--- src/rtl/muldiv_unit_if.sv ---
// Request/response bundle for the iterative multiply/divide unit.
// The master side issues operations and consumes results; the slave side is the unit.
interface muldiv_unit_if #(
  parameter int XLEN  = 32,
  parameter int TAG_W = 5
);
  logic             flush;
  logic             in_valid;
  logic             in_ready;
  logic [2:0]       op;
  logic [XLEN-1:0]  op_a;
  logic [XLEN-1:0]  op_b;
  logic [TAG_W-1:0] in_tag;
  logic             out_valid;
  logic             out_ready;
  logic [XLEN-1:0]  result;
  logic [TAG_W-1:0] out_tag;
  logic             busy;

  modport master (
    output flush, in_valid, op, op_a, op_b, in_tag, out_ready,
    input  in_ready, out_valid, result, out_tag, busy
  );

  modport slave (
    input  flush, in_valid, op, op_a, op_b, in_tag, out_ready,
    output in_ready, out_valid, result, out_tag, busy
  );
endinterface

--- src/rtl/muldiv_unit.sv ---
// RV32M-style multiply/divide: magnitude shift-add / restoring divide over XLEN cycles,
// followed by one sign-correction cycle. Divide-by-zero and signed overflow short-circuit to DONE.
module muldiv_unit #(
  parameter int XLEN  = 32,
  parameter int TAG_W = 5
) (
  input  logic         clk,
  input  logic         reset_n,
  muldiv_unit_if.slave bus
);

  localparam int CNT_W = $clog2(XLEN);
  localparam logic [XLEN-1:0] MOST_NEG = {1'b1, {(XLEN-1){1'b0}}};

  typedef enum logic [1:0] {IDLE, CALC, FIX, DONE} state_t;

  state_t           state_q, state_d;
  logic [2:0]       op_q, op_d;
  logic             neg_a_q, neg_a_d;
  logic             neg_b_q, neg_b_d;
  logic [TAG_W-1:0] tag_q, tag_d;
  logic [CNT_W-1:0] cnt_q, cnt_d;
  logic [XLEN-1:0]  opnd_q, opnd_d;
  logic [XLEN-1:0]  hi_q, hi_d;
  logic [XLEN-1:0]  lo_q, lo_d;
  logic [XLEN-1:0]  result_q, result_d;
  logic [TAG_W-1:0] out_tag_q, out_tag_d;

  function automatic logic [XLEN-1:0] cond_neg(input logic [XLEN-1:0] v, input logic n);
    return n ? -v : v;
  endfunction

  function automatic logic [2*XLEN-1:0] cond_neg_wide(input logic [2*XLEN-1:0] v, input logic n);
    return n ? -v : v;
  endfunction

  // Request decode: signedness, magnitudes and the two early-exit cases
  logic            accept;
  logic            a_signed, b_signed;
  logic            in_neg_a, in_neg_b;
  logic [XLEN-1:0] in_mag_a, in_mag_b;
  logic            div_zero, div_ovf;
  logic [XLEN-1:0] exc_result;

  always_comb begin
    accept     = bus.in_valid & (state_q == IDLE) & ~bus.flush;
    a_signed   = (bus.op == 3'b000) | (bus.op == 3'b001) | (bus.op == 3'b010) |
                 (bus.op == 3'b100) | (bus.op == 3'b110);
    b_signed   = (bus.op == 3'b000) | (bus.op == 3'b001) |
                 (bus.op == 3'b100) | (bus.op == 3'b110);
    in_neg_a   = a_signed & bus.op_a[XLEN-1];
    in_neg_b   = b_signed & bus.op_b[XLEN-1];
    in_mag_a   = cond_neg(bus.op_a, in_neg_a);
    in_mag_b   = cond_neg(bus.op_b, in_neg_b);
    div_zero   = bus.op[2] & (bus.op_b == '0);
    div_ovf    = ((bus.op == 3'b100) | (bus.op == 3'b110)) &
                 (bus.op_a == MOST_NEG) & (bus.op_b == '1);
    if (div_zero) exc_result = bus.op[1] ? bus.op_a : '1;
    else          exc_result = bus.op[1] ? '0 : bus.op_a;
  end

  // One iteration: multiply shifts the product right, divide shifts the dividend left
  logic [XLEN:0] mul_sum;
  logic [XLEN:0] div_shift;
  logic [XLEN:0] div_diff;

  always_comb begin
    mul_sum   = {1'b0, hi_q} + (lo_q[0] ? {1'b0, opnd_q} : '0);
    div_shift = {hi_q, lo_q[XLEN-1]};
    div_diff  = div_shift - {1'b0, opnd_q};
  end

  // Sign correction and result selection for the FIX cycle
  logic [2*XLEN-1:0] prod_fix;
  logic [XLEN-1:0]   quo_fix, rem_fix, fix_result;

  always_comb begin
    prod_fix = cond_neg_wide({hi_q, lo_q}, neg_a_q ^ neg_b_q);
    quo_fix  = cond_neg(lo_q, neg_a_q ^ neg_b_q);
    rem_fix  = cond_neg(hi_q, neg_a_q);
    case (op_q)
      3'b000:          fix_result = prod_fix[XLEN-1:0];
      3'b001, 3'b010,
      3'b011:          fix_result = prod_fix[2*XLEN-1:XLEN];
      3'b100, 3'b101:  fix_result = quo_fix;
      default:         fix_result = rem_fix;
    endcase
  end

  always_comb begin
    state_d   = state_q;
    op_d      = op_q;
    neg_a_d   = neg_a_q;
    neg_b_d   = neg_b_q;
    tag_d     = tag_q;
    cnt_d     = cnt_q;
    opnd_d    = opnd_q;
    hi_d      = hi_q;
    lo_d      = lo_q;
    result_d  = result_q;
    out_tag_d = out_tag_q;
    case (state_q)
      IDLE: begin
        if (accept) begin
          op_d    = bus.op;
          neg_a_d = in_neg_a;
          neg_b_d = in_neg_b;
          tag_d   = bus.in_tag;
          cnt_d   = '0;
          hi_d    = '0;
          // Divide keeps the divisor and shifts the dividend; multiply keeps the multiplicand
          opnd_d  = bus.op[2] ? in_mag_b : in_mag_a;
          lo_d    = bus.op[2] ? in_mag_a : in_mag_b;
          if (div_zero | div_ovf) begin
            state_d   = DONE;
            result_d  = exc_result;
            out_tag_d = bus.in_tag;
          end else begin
            state_d = CALC;
          end
        end
      end
      CALC: begin
        if (op_q[2]) begin
          if (!div_diff[XLEN]) begin
            hi_d = div_diff[XLEN-1:0];
            lo_d = {lo_q[XLEN-2:0], 1'b1};
          end else begin
            hi_d = div_shift[XLEN-1:0];
            lo_d = {lo_q[XLEN-2:0], 1'b0};
          end
        end else begin
          hi_d = mul_sum[XLEN:1];
          lo_d = {mul_sum[0], lo_q[XLEN-1:1]};
        end
        cnt_d = cnt_q + CNT_W'(1);
        if (cnt_q == CNT_W'(XLEN-1)) state_d = FIX;
      end
      FIX: begin
        result_d  = fix_result;
        out_tag_d = tag_q;
        state_d   = DONE;
      end
      DONE: begin
        if (bus.out_ready) state_d = IDLE;
      end
      default: state_d = IDLE;
    endcase
    if (bus.flush) state_d = IDLE;
  end

  always_ff @(posedge clk or negedge reset_n) begin
    if (!reset_n) begin
      state_q   <= IDLE;
      op_q      <= '0;
      neg_a_q   <= 1'b0;
      neg_b_q   <= 1'b0;
      tag_q     <= '0;
      cnt_q     <= '0;
      opnd_q    <= '0;
      hi_q      <= '0;
      lo_q      <= '0;
      result_q  <= '0;
      out_tag_q <= '0;
    end else begin
      state_q   <= state_d;
      op_q      <= op_d;
      neg_a_q   <= neg_a_d;
      neg_b_q   <= neg_b_d;
      tag_q     <= tag_d;
      cnt_q     <= cnt_d;
      opnd_q    <= opnd_d;
      hi_q      <= hi_d;
      lo_q      <= lo_d;
      result_q  <= result_d;
      out_tag_q <= out_tag_d;
    end
  end

  assign bus.in_ready  = (state_q == IDLE);
  assign bus.out_valid = (state_q == DONE);
  assign bus.busy      = (state_q != IDLE);
  assign bus.result    = result_q;
  assign bus.out_tag   = out_tag_q;

endmodule
--- src/flat_wrapper.sv ---
// flat-port wrapper written by rule: the top's interface ports become plain ports
module muldiv_unit_flat 
#(
  parameter int XLEN  = 32,
  parameter int TAG_W = 5
)
  (clk, reset_n, bus_flush, bus_in_valid, bus_op, bus_op_a, bus_op_b, bus_in_tag, bus_out_ready, bus_in_ready, bus_out_valid, bus_result, bus_out_tag, bus_busy);
  muldiv_unit_if #(.XLEN(XLEN), .TAG_W(TAG_W)) bus_i ();
  input  logic clk;
  input  logic reset_n;
  input wire logic [$bits(bus_i.flush)-1:0] bus_flush;
  input wire logic [$bits(bus_i.in_valid)-1:0] bus_in_valid;
  input wire logic [$bits(bus_i.op)-1:0] bus_op;
  input wire logic [$bits(bus_i.op_a)-1:0] bus_op_a;
  input wire logic [$bits(bus_i.op_b)-1:0] bus_op_b;
  input wire logic [$bits(bus_i.in_tag)-1:0] bus_in_tag;
  input wire logic [$bits(bus_i.out_ready)-1:0] bus_out_ready;
  output wire logic [$bits(bus_i.in_ready)-1:0] bus_in_ready;
  output wire logic [$bits(bus_i.out_valid)-1:0] bus_out_valid;
  output wire logic [$bits(bus_i.result)-1:0] bus_result;
  output wire logic [$bits(bus_i.out_tag)-1:0] bus_out_tag;
  output wire logic [$bits(bus_i.busy)-1:0] bus_busy;
  assign bus_i.flush = bus_flush;
  assign bus_i.in_valid = bus_in_valid;
  assign bus_i.op = bus_op;
  assign bus_i.op_a = bus_op_a;
  assign bus_i.op_b = bus_op_b;
  assign bus_i.in_tag = bus_in_tag;
  assign bus_i.out_ready = bus_out_ready;
  assign bus_in_ready = bus_i.in_ready;
  assign bus_out_valid = bus_i.out_valid;
  assign bus_result = bus_i.result;
  assign bus_out_tag = bus_i.out_tag;
  assign bus_busy = bus_i.busy;
  muldiv_unit #(.XLEN(XLEN), .TAG_W(TAG_W)) u_core (.clk(clk), .reset_n(reset_n), .bus(bus_i));
endmodule
--- config.mk ---
export PLATFORM = sky130hd
export DESIGN_NAME = muldiv_unit_flat
export DESIGN_NICKNAME = d
export VERILOG_FILES = /design/src/rtl/muldiv_unit_if.sv /design/src/rtl/muldiv_unit.sv /design/src/flat_wrapper.sv
export SDC_FILE = /design/constraint.sdc
export NUM_CORES = 1
export LEC_CHECK = 0
export BUFFER_PORTS_ARGS = -buffer_cell sky130_fd_sc_hd__buf_2
export CORE_ASPECT_RATIO = 1.2
export CORE_MARGIN = 2
export CORE_UTILIZATION = 35
export CTS_CLUSTER_DIAMETER = 100
export CTS_CLUSTER_SIZE = 20
export DETAILED_ROUTE_END_ITERATION = 6
export GPL_TIMING_DRIVEN = 0
export PLACE_DENSITY = 0.58
export SYNTH_ARGS = -nofsm -noshare
export SYNTH_HDL_FRONTEND = slang
export SYNTH_SLANG_ARGS = --single-unit
--- constraint.sdc ---
create_clock -name clk -period 5.9 [get_ports clk]
set_input_delay 1.18 -clock clk [delete_from_list [all_inputs] [get_ports clk]]
set_output_delay 1.18 -clock clk [all_outputs]
set_load 0.01 [all_outputs]
# ---- Word-level counts from Yosys, hierarchy flattened
# Index checks and enable logic that the tools add are counted.
dict set report classes {
  n_addsub 8
  mul 0
  div_mod_pow 0
  magnitude_cmp 0
  eq_ne 20
  shifts 0
  mux 34
  n_bitwise 17
  reduce_logical 13
}
# cell n
set ops {}
lappend ops {{$mux 32} 17}
lappend ops {{$pmux 32 s2} 3}
lappend ops {{$neg 32->32} 4}
lappend ops {{$pmux 32 s3} 1}
lappend ops {{$eq 32x32->1 const B} 2}
lappend ops {{$mux 64} 1}
lappend ops {{$neg 64->64} 1}
lappend ops {{$add 32x33->33} 1}
lappend ops {{$sub 33x32->33} 1}
lappend ops {{$logic_not 32->1} 1}
lappend ops {{$pmux 5 s2} 2}
lappend ops {{$mux 5} 3}
lappend ops {{$eq 3x3->1 const B} 4}
lappend ops {{$mux 2} 5}
lappend ops {{$eq 3x2->1 const B} 3}
lappend ops {{$or 1x1->1} 8}
lappend ops {{$pmux 2 s4} 1}
lappend ops {{$and 1x1->1} 7}
lappend ops {{$eq 3x1->1 const B} 2}
lappend ops {{$logic_not 3->1} 2}
lappend ops {{$ne 3x2->1 const B} 2}
lappend ops {{$reduce_and 3->1} 2}
lappend ops {{$reduce_bool 2->1} 3}
lappend ops {{$add 5x1->5 const B} 1}
lappend ops {{12 further kinds} 15}
dict set report totals {
  reg_bits 150
  latch_bits 0
  ram_bits 0
  mem_bits_ro 0
  inputBits 77
  output_inout_bits 40
  elab_cells 103
  mem_count 0
}

# ---- Logic depth before layout (Yosys ltp)
# Gate-level depths: netlist of the first run.
dict set report logic_depth {
  depth_word 10
  ltp_mapped 15
  ltp_nobuf 14
}

# ---- Least setup slack after synthesis of the first run
# Ideal clock, no wire load.
dict set report synth_path {
  kind {input to register}
  startpoint {in bus_op_a[5]}
  endpoint {reg u_core.result_q[20] (netlist: u_core.bus.result[20])}
  setup_ps 133
  arrival_ps 3441
  t_required_ps 5767
  setup_slack_ps 2327
  cell_stages 11
  path_buffers 2
  cell_sequence {or3_1 -> or2_2 -> or4_1 -> nor2_2 -> nand2_1 -> o21ai_1 -> a22oi_1 -> buf_4 -> buf_2 -> a311oi_1 -> a21oi_1}
}
dict set report synth_via {
  elab_chain_cells 6
}
# element line_no
set synth_rtl {}
lappend synth_rtl {{start, declared} flat_wrapper.sv:14} ;# input wire logic [$bits(bus_i.op_a)-1:0] bus_op_a;
lappend synth_rtl {{$eq 32x32->1} muldiv_unit.sv:57} ;# (bus.op_a == MOST_NEG) & (bus.op_b == '1);
lappend synth_rtl {{$and 1x1->1} muldiv_unit.sv:56} ;# div_ovf = ((bus.op == 3'b100) | (bus.op == 3'b110)) &
lappend synth_rtl {{$and 1x1->1} muldiv_unit.sv:57}
lappend synth_rtl {{$or 1x1->1} muldiv_unit.sv:114} ;# if (div_zero | div_ovf) begin
lappend synth_rtl {{$ne 2x1->1 (no source line)} n/a}
lappend synth_rtl {{$reduce_and 3->1 (no source line)} n/a}
lappend synth_rtl {{end signal, assigned} muldiv_unit.sv:175} ;# result_q <= result_d;
lappend synth_rtl {{end, declared} muldiv_unit.sv:26} ;# logic [XLEN-1:0] result_q, result_d;
# Every way passes these cells.
# A chain may end at the register's enable or synchronous reset.

# ---- Final worst setup path of the first run
dict set report layout_path {
  startpoint {reg u_core.lo_q[0]}
  endpoint {reg u_core.result_q[12] (netlist: u_core.bus.result[12])}
}
dict set report layout_via {
  elab_chain_cells 4
  elab_cells_between_ends 6
  cone_classes {add/sub (2); mux (4)}
}
# element line_no
set layout_rtl {}
lappend layout_rtl {{start, declared} muldiv_unit.sv:25} ;# logic [XLEN-1:0] lo_q, lo_d;
lappend layout_rtl {{start signal, assigned} muldiv_unit.sv:174} ;# lo_q <= lo_d;
lappend layout_rtl {{$neg 64->64 or $neg 32->32 (tied branches)} {muldiv_unit.sv:34, muldiv_unit.sv:30}}
lappend layout_rtl {{$mux 64 or $mux 32 (tied branches)} {muldiv_unit.sv:34, muldiv_unit.sv:30}}
lappend layout_rtl {{$pmux 32 s3 *} muldiv_unit.sv:81} ;# case (op_q)
lappend layout_rtl {{$pmux 32 s2 *} muldiv_unit.sv:102} ;# case (state_q)
# Mark *: on every way between the ends. The rest lies on a longest branch, timed or not.

==> results of run 1 <==
==> routing by layer <==
metal	wire (um)	GRT usage	share of wire	up-vias
met5	0	0.001058	0	-
met4	3490	0.1435	0.050	0
met3	4462	0.04527	0.064	145
met2	33190	0.4932	0.48	719
met1	28060	0.3722	0.41	8162
li1	-	-	-	7791
==> stage by stage <==
stage | cell area, um^2 | std cells
6_report | 17580 | 2782
4_1_cts | 17580 | 2782
3_5_place_dp | 16950 | 2750
3_3_place_gp | 16910 | 2748
5_1_grt | 17580 | 2782
2_1_floorplan | 15630 | 2074
==> how the worst max path moves through the flow <==
stage,from,cells after the start,end
after global placement,reset_n,1,u_core.opnd_q[12]$_DFFE_PN0P_
after detailed placement,bus_op_b[16],10,u_core.opnd_q[29]$_DFFE_PN0P_
after global routing,u_core.hi_q[0]$_DFFE_PN0P_,15,u_core.hi_q[26]$_DFFE_PN0P_
after floorplan,bus_op_a[5],11,u_core.bus.result[20]$_DFFE_PN0P_
after CTS,u_core.lo_q[0]$_DFFE_PN0P_,15,u_core.hi_q[28]$_DFFE_PN0P_
final,u_core.lo_q[0]$_DFFE_PN0P_,13,u_core.bus.result[12]$_DFFE_PN0P_
==> sequential cells by signal (all words and copies together), names as in the netlist <==
register,cells
u_core.bus.result,32
u_core.hi_q,32
u_core.lo_q,32
u_core.opnd_q,32
u_core.bus.out_tag,5
u_core.cnt_q,5
u_core.tag_q,5
u_core.op_q,3
u_core.state_q,2
u_core.neg_a_q,1
u_core.neg_b_q,1
==> cells by family after synthesis <==
group | share of synthesized area
buffers and inverters | 0.06019
adder cells (fa/ha/maj) | 0.07796
flip-flops | 0.2401
multiplexers | 0.03674
XOR/XNOR | 0.1014
AO/OA/AOI/OAI | 0.2826
AND/OR/NAND/NOR | 0.2010
==> cell usage after synthesis (all sizes together), types with 5 or more instances <==
cell	instances
o21a	11
nor2b	7
buf	34
a31oi	19
a211oi	41
a41oi	6
a211o	6
or2	5
mux2i	27
clkbuf	105
mux2	27
a21o	31
o31ai	31
nand3	28
a22oi	25
maj3	24
a222oi	9
nor3	50
and3	12
or3	25
or4	16
o211ai	18
inv	70
o21ai	200
nor2	224
nand2b	13
xor2	77
o41ai	8
nand2	226
ha	75
o22ai	16
a21oi	217
o311ai	5
o21bai	9
o221ai	15
and2	10
nor3b	5
nand4	15
xnor2	104
nand3b	6
dfrtp	150
a221o	5
nor4	16
==> worst max-delay path, stage by stage, from the launching register on <==
cell	delay [ns]
dfrtp_1	0.37
clkbuf_1	0.22
inv_1	0.29
clkbuf_1	0.50
ha_1	0.32
nand4b_1	0.35
nor4b_4	0.64
inv_2	0.21
o41ai_4	0.26
xnor2_1	0.10
a222oi_1	0.87
nand2_1	0.26
o21ai_2	0.13
o21ai_2	0.06
==> report_power, final <==
| part | leakage (nW) | internal (W) | switching (W) |
|---|---|---|---|
| registers | 1.91 | 0.00138 | 0.000452 |
| clock network | 0.303 | 0.000581 | 0.000580 |
| logic | 5.24 | 0.00211 | 0.00398 |
==> final cells by class <==
cell class / count / area, um^2
Clock inverter: 15 / 206.4
Fill cell: 4596 / 26350
Clock buffer: 17 / 425.4
Tap cell: 559 / 699.4
Timing Repair Buffer: 117 / 618.1
Inverter: 72 / 270.3
Sequential cell: 150 / 3754
Multi-Input combinational cell: 1712 / 10940
Buffer: 140 / 670.6
==> summary by stage, run 1 <==
Outcome
The flow ran to the end, but the final reports show violations. The final reports fail on DRC.

Min path
The type of the tightest min-delay check is flip-flop to flip-flop. The path with the worst hold slack has its endpoint at u_core.bus.result[29]$_DFFE_PN0P_. The worst hold path was traced through 2 stages. The worst hold path begins at u_core.bus.result[29]$_DFFE_PN0P_.

STA
For the pin with the worst max-slew slack, the measured transition is between 1 and 1.5 ns. The number of hold violations in the final report is 0. The highest achievable clock rate is 211.4 MHz. Setup slack closes at 1.170 ns. The final setup violation count is 0. The number of slew-limit violations in the final report is 0. Clock skew on the completed layout was measured at between 0.01 and 0.015 ns. Across all hold checks on the routed design, the worst slack comes to between 0.4 and 0.5 ns. Setup total negative slack on the finished layout was measured at 0 ns. Setup repair after global routing left no endpoint under its margin. The headroom to the max-slew limit is 0.2181. Dividing the final minimum period by the clock period gives 0.8017. The worst path needs approximately 4.7 ns of the cycle, external delays included.

Placed design
The global placement routability congestion is about 1. The estimated wirelength of the detail-placed design is 55850 um. The count of buffers from port buffering is roughly 120. The worst setup timing slack at the placement stage is 1.481 ns.

Job
Max-cap violations in this run came to 0.

Clock network
The clock tree root buffer cell is clkbuf_16. The TritonCTS clock tree is built. In this run, post-CTS repair resized a total of 0 instances. The tree built by TritonCTS fans out to 150 sinks. The H-tree was split into 4 levels. The source-to-sink clock delay at the later pin of the worst-skew pair is between 0.4 and 0.5 ns. The number of clock buffers added by TritonCTS is 17. The number of buffers inserted for hold repair after clock tree synthesis is 0.

Post-CTS timing repair inserted 0 buffers for setup. After clock tree synthesis, the clock-pin slew on the worst setup and hold paths is 0.07 ns. Counting along the longest clock path gives a buffer depth of 2.

Floorplanning
The number of top-level pins is approximately 120. The floorplan has 84 rows. The core region is between 40000 and 50000 um^2.

The die area is 46370 um^2. From bottom edge to top edge, the die measures 235.5 um. The die is 196.9 um wide. The starting density of the core is 0.3558.

Logic synthesis
Counting flops and latches in the post-synthesis netlist gives 150. The number of nets in the synthesized netlist is 2228. The number of distinct library cell variants in the gate-level netlist after synthesis is between 90 and 100. After synthesis, the mean cell area works out to roughly 7.5 um^2.

Counting flops with a built-in enable in the synthesized netlist gives 0. In this run the cell area of the synthesized design comes to about 16000 um^2. Among all flip-flop cells after synthesis, the most frequent one is dfrtp_1. After synthesis, the share of flip-flops with an asynchronous set or reset is 1.000. For this run, the register share of the synthesized area comes to 0.2401. Synthesis produced roughly 2100 cells. Yosys attributes the largest share of cell area to dfrtp_1, a21oi_1, ha_1, xnor2_1, o21ai_0. The fraction of synthesized cell area taken by the top area cell type is 0.2401. The cell type with the highest aggregate area in the netlist is dfrtp_1.

The Yosys step of the flow raised 0 warnings.

Global route
The number of global-route vias before repair is 16240. The first global-routing pass estimated a little over 100000 um of wire. The leftover overflow at the end of global routing is 0. The total routing resource utilization after global routing is 0.2959.

The pin count of the biggest net entering global routing is 97. The number of antenna violations at the first check in global routing is 0.

Cells and area
In the final design database the tool counted roughly 2400 nets. The most common cell after layout, fill and taps aside is nand2_1. The number of inserted diodes is 0. The fraction of layout cells with a size suffix above 1 is 0.1093. The area added between synthesis and finish is 12.47%. In the layout the commonest cells are nand2_1, nor2_1, a21oi_1.

The fraction of the core area covered by cells at the end of the flow is 0.4002.

Detailed routing
The final routed DRC violation total is 4. Detailed routing inserted a total of about 17000 vias. The length of the first detailed-routing pass in iterations is 7. The average wire length per cell after detail routing is between 20 and 25 um. Once detail routing completed, the nets flagged for antenna violations numbered 0. The via count normalized by instance count is ~6.0. The starting DRC count in detailed routing is 1849. The routed design has 69200 um of wire.

Power and ir drop
The analysis attributes to cell leakage a power of between 7 and 8 nW. IR analysis of the VDD net gives a maximum drop of roughly 0.24 mV. Total power for the finished layout comes to just over 0.009 W. Dividing total power by cell area gives a power density of ~520 nW/um^2.

Worst setup path
The peak fanout along the critical path is 10. The worst setup path is launched from a flip-flop. The type of the worst setup path is flip-flop to flip-flop. The arrival time reported for the critical path endpoint is between 5 and 6 ns.

Data on the critical path is required at its endpoint by approximately 6.2 ns. STA classifies the critical path endpoint as a flip-flop. The end of the worst register-to-register path is u_core.bus.result[12]$_DFFE_PN0P_. The setup check on the worst reg-to-reg path leaves a slack of 1.17 ns. The critical register-to-register path startpoint is u_core.lo_q[0]$_DFFE_PN0P_. Counting cells, the worst reg-to-reg path comes to 13.
(Power assumes the default switching activity.)
==> run 2: changes to the inputs <==
--- a/config.mk
+++ b/config.mk
@@ -13,7 +13,7 @@
 export CTS_CLUSTER_SIZE = 20
 export DETAILED_ROUTE_END_ITERATION = 6
 export GPL_TIMING_DRIVEN = 0
-export PLACE_DENSITY = 0.58
+export PLACE_DENSITY = 0.6
 export SYNTH_ARGS = -nofsm -noshare
 export SYNTH_HDL_FRONTEND = slang
 export SYNTH_SLANG_ARGS = --single-unit
==> constraint.sdc (replaced) <==
create_clock -name clk -period 4.3 [get_ports clk]
set_input_delay 0.86 -clock clk [delete_from_list [all_inputs] [get_ports clk]]
set_output_delay 0.86 -clock clk [all_outputs]
set_load 0.01 [all_outputs]
==> run 2 against run 1 <==
- the flow now finishes without violations
- global-route usage is 0.82 points higher
- via count fell by 0.56%
- first-iteration DRC count is 13% lower
- die area did not move
- sequential share of layout area hardly changed
- clock-buffer cell count stayed put
- non-clock buffer count up 1
- hold slack got worse by 0.21 ns
- final area up 0.14%
- setup slack worse by 0.99 ns
- clock skew increased by 0.0023 ns
- critical path type unchanged
- largest power group unchanged
==> summary by stage, run 2 (synthesized netlist as in run 1, its figures left out) <==
Floorplanning
The floorplan die width is 196.9 um (unchanged). The placeable core area is 43930 um^2 (unchanged). The starting density of the core was 0.3558 (unchanged). The die boundary height is 235.5 um (unchanged). The die area is 46370 um^2 (unchanged). The number of standard-cell rows in the floorplan is 84 (unchanged). The number of top-level pins was 117 (unchanged).

Job
The number of violations of the max-capacitance limit is 0 (unchanged).

Cells and area
The most common cell after layout, fill and taps aside is nand2_1 (unchanged). The fraction of layout cells with a size suffix above 1 came to 0.1147 (was 0.1093). The number of inserted diodes is 0 (unchanged).

The final standard cell area without fillers is 17610 um^2 (was 17580 um^2). The net count reported at finish came to 2365 (was 2364). Most frequent cells in the layout: nand2_1, nor2_1, a21oi_1 (unchanged). The area added between synthesis and finish is 12.63% (was 12.47%). The number of standard cells in the layout, taps in and fillers out came to 2783 (was 2782).

Global route
The total routing resource utilization after global routing is 0.3041 (was 0.2959). The pin count of the biggest net entering global routing came to 119 (was 97). The leftover overflow at the end of global routing is 0 (unchanged).

The number of global-route vias before repair is 16310 (was 16240). The number of antenna violations at the first check in global routing came to 0 (unchanged). The wire length of the first global-routing pass was 105600 um (was 103000 um).

STA
The final setup violation count was 0 (unchanged). The final critical delay including setup and external delays was 4.116 ns (was 4.730 ns). The worst setup skew after layout came to 0.01310 ns (was 0.01083 ns). The worst setup slack after layout is 0.1837 ns (was 1.170 ns).

The headroom to the max-slew limit came to 0.3653 (was 0.2181). The minimum hold slack is 0.2732 ns (was 0.4842 ns). The number of slew-limit violations in the final report came to 0 (unchanged).

The highest achievable clock rate came to 242.9 MHz (was 211.4 MHz). The final clock period utilization by the worst path is 0.9573 (was 0.8017). The transition time at the pin with the least slew margin came to 0.9479 ns (was 1.163 ns). RSZ-0062 raised after global routing: false (unchanged). The number of hold violations in the final report came to 0 (unchanged).

Power and ir drop
The leakage power summed over all cells is 7.470 nW (was 7.447 nW). The total power was 0.01255 W (was 0.009087 W). The worst-case vdd ir drop came to 0.3059 mV (was 0.2389 mV). The cell area power density is 712.6 nW/um^2 (was 516.9 nW/um^2).

Detailed routing
The total via count in the routed design came to 16720 (was 16820). The via count normalized by instance count is 6.009 (was 6.045). The post-detailed-routing wire length came to 70710 um (was 69200 um). The final routed DRC violation total is 0 (was 4). The length of the first detailed-routing pass in iterations was 6 (was 7). The number of antenna-violating nets in the routed design was 0 (unchanged). The starting DRC count in detailed routing is 1605 (was 1849). The average wire length per cell after detail routing was 25.41 um (was 24.87 um).

Min path
The type of the tightest min-delay check is input port to asynchronous set/reset pin (was flip-flop to flip-flop).

Outcome
Run status: finished clean (was finished, violations left).

Placed design
The estimated wirelength of the detail-placed design was 57590 um (was 55850 um). The post-placement cell count is 2749 (was 2750). The worst setup timing slack at the placement stage was -0.1711 ns (was 1.481 ns).

The area after detailed placement is 16950 um^2 (unchanged). The global placement routability congestion came to 0.9838 (was 1.006). The count of buffers from port buffering was 115 (unchanged).

Worst setup path
The type of destination of the critical path was a flip-flop (unchanged). The type of the worst setup path is flip-flop to flip-flop (unchanged). The sort of element at the start of the critical path was a flip-flop (unchanged). The peak fanout along the critical path is 10 (unchanged). The required time of the critical path was 4.61 ns (was 6.23 ns). The arrival time reported for the critical path endpoint came to 4.43 ns (was 5.06 ns).

Clock network
The number of clock sinks was 150 (unchanged). The number of buffers created by CTS is 17 (unchanged). The H-tree depth was 4 (unchanged).

The buffer levels on the longest clock path was 2 (unchanged). The source-to-sink clock delay at the later pin of the worst-skew pair was 0.46 ns (about the same). The post-CTS clock slew at the launch and capture registers of the worst setup and hold paths came to 0.07 ns (about the same). The number of buffers inserted for hold repair after clock tree synthesis is 0 (unchanged).

The clock tree root buffer cell is clkbuf_16 (unchanged). The TritonCTS clock tree is built (unchanged).
==> run 2: cell count changes in the layout (fill, tap and decap cells not counted), moves of 3 or more <==
cell / before / now
clkinv_8: 9 / 0
clkbuf_1: 101 / 97
bufinv_16: 0 / 3
clkbuf_2: 0 / 3
==> run 2: repair_timing <==
item	in CTS	in global routing
setup endpoints to repair	16	32
setup buffers	2	0
pin swaps	1	1
gates resized for setup	6	8
==> run 2: worst max-delay path, cell delays in order, from the launching register on <==
cell      delay [ns]
dfrtp_2         0.47
inv_1           0.15
ha_1            0.26
fa_1            0.42
nand2b_1        0.18
a21oi_1         0.20
o21ai_1         0.19
a31oi_2         0.31
o21ai_1         0.22
o31a_1          0.29
a221o_1         0.26
buf_2           0.20
mux2_1          0.34
a222oi_1        0.32
o211ai_1        0.15
==> run 2: path summary, 6_finish.rpt <==
| kind | startpoint | to | slack, ns | cells past startpoint |
|---|---|---|---|---|
| worst max register to register | u_core.lo_q[31]$_DFFE_PN0P_ | u_core.hi_q[27]$_DFFE_PN0P_ | 0.18 | 14 |
| worst min register to register | u_core.bus.out_tag[4]$_DFFE_PN0P_ | u_core.bus.out_tag[4]$_DFFE_PN0P_ | 0.48 | 2 |
| worst max-delay path | u_core.lo_q[31]$_DFFE_PN0P_ | u_core.hi_q[27]$_DFFE_PN0P_ | 0.18 | 14 |
| max in group asynchronous | reset_n | u_core.lo_q[5]$_DFFE_PN0P_ | 3.09 | 2 |
| worst min-delay path | reset_n | u_core.hi_q[31]$_DFFE_PN0P_ | 0.27 | 1 |
| min in group clk | u_core.bus.out_tag[4]$_DFFE_PN0P_ | u_core.bus.out_tag[4]$_DFFE_PN0P_ | 0.48 | 2 |
==> run 2: power breakdown <==
| part | total [W] | switching, W | internal (W) |
|---|---|---|---|
| clock network | 0.00163 | 0.000704 | 0.000928 |
| logic | 0.00840 | 0.00549 | 0.00291 |
| registers | 0.00252 | 0.000621 | 0.00190 |
==> run 2: stage by stage <==
| stage | util | TNS, ns |
|---|---|---|
| floorplan | - | 0 |
| global placement | 0.3848 | -5.265 |
| detailed placement | 0.3858 | -1.208 |
| CTS | 0.4004 | 0 |
| global route | 0.4007 | 0 |
| finish | 0.4007 | 0 |
==> run 2: final cells by class <==
cell class,instances,area [um^2]
clock inverters,15,191.4
repair buffers,118,628.1
inverters,72,270.3
well taps,559,699.4
fillers,4647,26330
clock buffers,17,425.4
multi-input cells,1712,10960
plain buffers,140,678.2
flip-flops and latches,150,3755
==> run 2: layer usage <==
layer / routed length, um / GRT usage / vias up / share of wire
met3: 3926 / 0.03438 / 148 / 0.056
met5: 0 / 0 / - / 0
met1: 28970 / 0.3837 / 8114 / 0.41
li1: - / - / 7793 / -
met2: 33790 / 0.5085 / 667 / 0.48
met4: 4020 / 0.1599 / 0 / 0.057
==> run 3: changes to the inputs <==
--- a/config.mk
+++ b/config.mk
@@ -8,12 +8,12 @@
 export BUFFER_PORTS_ARGS = -buffer_cell sky130_fd_sc_hd__buf_2
 export CORE_ASPECT_RATIO = 1.2
 export CORE_MARGIN = 2
-export CORE_UTILIZATION = 35
+export CORE_UTILIZATION = 57
 export CTS_CLUSTER_DIAMETER = 100
 export CTS_CLUSTER_SIZE = 20
 export DETAILED_ROUTE_END_ITERATION = 6
 export GPL_TIMING_DRIVEN = 0
-export PLACE_DENSITY = 0.6
+export PLACE_DENSITY = 0.86
 export SYNTH_ARGS = -nofsm -noshare
 export SYNTH_HDL_FRONTEND = slang
 export SYNTH_SLANG_ARGS = --single-unit
==> run 3 against run 2 <==
- flip-flop and latch count stayed put
- final cell count is 7.8% lower
- combinational power is 0.6% lower
- non-clock buffer count stayed put
- hold slack better by 0.17 ns
- via count is 3.6% higher
- largest cell class unchanged
- routed wire length is 8.6% lower
- clock-buffer cell count stayed put
- highest routed layer is now met5
- final area is 1.6% lower
==> summary by stage, run 3 (synthesized netlist as in run 1, its figures left out) <==
Outcome
Run status: finished clean (unchanged).

Min path
The type of the tightest min-delay check is input port to asynchronous set/reset pin (unchanged).

Global route
The number of antenna violations at the first check in global routing is 1 (was 0). The total routing resource utilization after global routing is 0.4489 (was 0.3041). The number of global-route vias before repair was 16550 (was 16310). The pin count of the biggest net entering global routing is 78 (was 119).

The wire length of the first global-routing pass is 96990 um (was 105600 um). The leftover overflow at the end of global routing was 0 (unchanged).

Detailed routing
The via count normalized by instance count is 6.752 (was 6.009). The average wire length per cell after detail routing came to 25.20 um (was 25.41 um). The final routed DRC violation total is 0 (unchanged).

The starting DRC count in detailed routing is 2094 (was 1605). The post-detailed-routing wire length is 64660 um (was 70710 um). The length of the first detailed-routing pass in iterations is 7 (was 6).

The number of antenna-violating nets in the routed design was 0 (unchanged). The total via count in the routed design came to 17330 (was 16720).

STA
The final setup TNS is 0 ns (unchanged). The final setup violation count is 0 (unchanged). The final clock period utilization by the worst path is 0.9651 (was 0.9573). The number of slew-limit violations in the final report is 0 (unchanged). The number of hold violations in the final report came to 0 (unchanged). The minimum hold slack was 0.4398 ns (was 0.2732 ns). RSZ-0062 raised after global routing: false (unchanged). The worst setup skew after layout is 0.01289 ns (was 0.01310 ns). The final critical delay including setup and external delays is 4.150 ns (was 4.116 ns). The highest achievable clock rate is 241.0 MHz (was 242.9 MHz). The transition time at the pin with the least slew margin is 1.088 ns (was 0.9479 ns). The worst setup slack after layout was 0.1503 ns (was 0.1837 ns). The headroom to the max-slew limit is 0.2697 (was 0.3653).

Clock network
The number of buffers created by CTS is 17 (unchanged). The post-CTS clock slew at the launch and capture registers of the worst setup and hold paths is 0.08 ns (was 0.07 ns). The number of clock sinks is 150 (unchanged). The buffer levels on the longest clock path came to 2 (unchanged).

The source-to-sink clock delay at the later pin of the worst-skew pair is 0.47 ns (was 0.46 ns). The H-tree depth is 4 (unchanged). The clock tree root buffer cell is clkbuf_16 (unchanged). The TritonCTS clock tree was built (unchanged).

Placed design
The count of buffers from port buffering was 115 (unchanged). The worst setup timing slack at the placement stage is 0.03458 ns (was -0.1711 ns). The global placement routability congestion is 1.088 (was 0.9838). The area after detailed placement is 16670 um^2 (was 16950 um^2).

The post-placement cell count came to 2530 (was 2749). The estimated wirelength of the detail-placed design is 51350 um (was 57590 um).

Floorplanning
The placeable core area is 27000 um^2 (was 43930 um^2). The number of standard-cell rows in the floorplan is 66 (was 84). The number of top-level pins is 117 (unchanged).

The die area is 28770 um^2 (was 46370 um^2). The die boundary height is 185.4 um (was 235.5 um). The starting density of the core was 0.5789 (was 0.3558). The floorplan die width is 155.2 um (was 196.9 um).

Power and ir drop
The leakage power summed over all cells came to 7.467 nW (was 7.470 nW). The cell area power density is 720.6 nW/um^2 (was 712.6 nW/um^2). The worst-case vdd ir drop came to 0.3808 mV (was 0.3059 mV).

Worst setup path
The arrival time reported for the critical path endpoint is 4.49 ns (was 4.43 ns). The type of the worst setup path is flip-flop to flip-flop (unchanged). The type of destination of the critical path is a flip-flop (unchanged). The peak fanout along the critical path is 10 (unchanged). The number of cells on the worst reg-to-reg path is 14 (unchanged). The critical register-to-register path startpoint was u_core.lo_q[31]$_DFFE_PN0P_ (unchanged). The sort of element at the start of the critical path is a flip-flop (unchanged). The required time of the critical path is 4.64 ns (was 4.61 ns).

The launch point of the critical path is u_core.lo_q[31]$_DFFE_PN0P_ (unchanged).

Cells and area
The net count reported at finish was 2365 (unchanged). The number of standard cells in the layout, taps in and fillers out is 2566 (was 2783). The most common cell after layout, fill and taps aside is nand2_1 (unchanged). The area added between synthesis and finish is 10.85% (was 12.63%). The fraction of layout cells with a size suffix above 1 is 0.1133 (was 0.1147).

Most frequent cells in the layout: nand2_1, nor2_1, a21oi_1 (unchanged). The final standard cell area without fillers came to 17330 um^2 (was 17610 um^2).

Job
The number of violations of the max-capacitance limit is 0 (unchanged).
==> run 3: worst max-delay path: stages (launching register included) <==
cell	delay [ns]
dfrtp_1	0.48
inv_1	0.12
ha_1	0.24
fa_1	0.40
nand2b_1	0.19
a21oi_1	0.20
o21ai_0	0.24
a31oi_1	0.35
o21ai_1	0.23
o31a_1	0.28
a221o_1	0.25
buf_2	0.20
mux2_1	0.36
a222oi_1	0.35
o211ai_1	0.14
==> run 3: routing by layer <==
layer | share of wire | global-route usage | vias up
met4 | 0.086 | 0.3141 | 2
met3 | 0.11 | 0.1261 | 298
met5 | 0.00023 | 0 | -
li1 | - | - | 7809
met2 | 0.44 | 0.7045 | 1108
met1 | 0.36 | 0.5320 | 8109
==> run 3: area by class of cell <==
| cell class | count | area, um^2 |
|---|---|---|
| diodes | 2 | 5.005 |
| repair buffers | 119 | 631.9 |
| multi-input cells | 1712 | 10950 |
| clock inverters | 15 | 196.4 |
| fillers | 2433 | 9676 |
| clock buffers | 17 | 425.4 |
| plain buffers | 139 | 671.9 |
| flip-flops and latches | 150 | 3755 |
| inverters | 72 | 270.3 |
| well taps | 340 | 425.4 |
==> run 3: metrics by stage <==
step / util / total power (W)
after floorplan: - / 0.007903
after global placement: 0.6159 / 0.01035
after detailed placement: 0.6172 / 0.01047
after CTS: 0.6402 / 0.01207
after global routing: 0.6415 / 0.01312
final: 0.6417 / 0.01249
==> run 3: repair_timing <==
action	in CTS	in global routing
setup buffers	0	3
hold buffers	0	0
setup endpoints to repair	0	33
gates resized for setup	0	9
==> run 3: report_power, final <==
group	switching (W)	total (W)	internal, W	leakage, nW
registers	0.000659	0.00255	0.00190	1.91
clock network	0.000792	0.00159	0.000795	0.301
logic	0.00545	0.00835	0.00290	5.26
total	0.00690	0.0125	0.00559	7.47
==> run 3: worst paths after layout <==
kind / end / slack [ns]
max: u_core.hi_q[27]$_DFFE_PN0P_ / 0.15
min: u_core.bus.result[23]$_DFFE_PN0P_ / 0.44
max reg2reg: u_core.hi_q[27]$_DFFE_PN0P_ / 0.15
min reg2reg: u_core.bus.result[30]$_DFFE_PN0P_ / 0.48
max in group asynchronous: u_core.opnd_q[21]$_DFFE_PN0P_ / 3.01
min in group clk: u_core.bus.result[30]$_DFFE_PN0P_ / 0.48
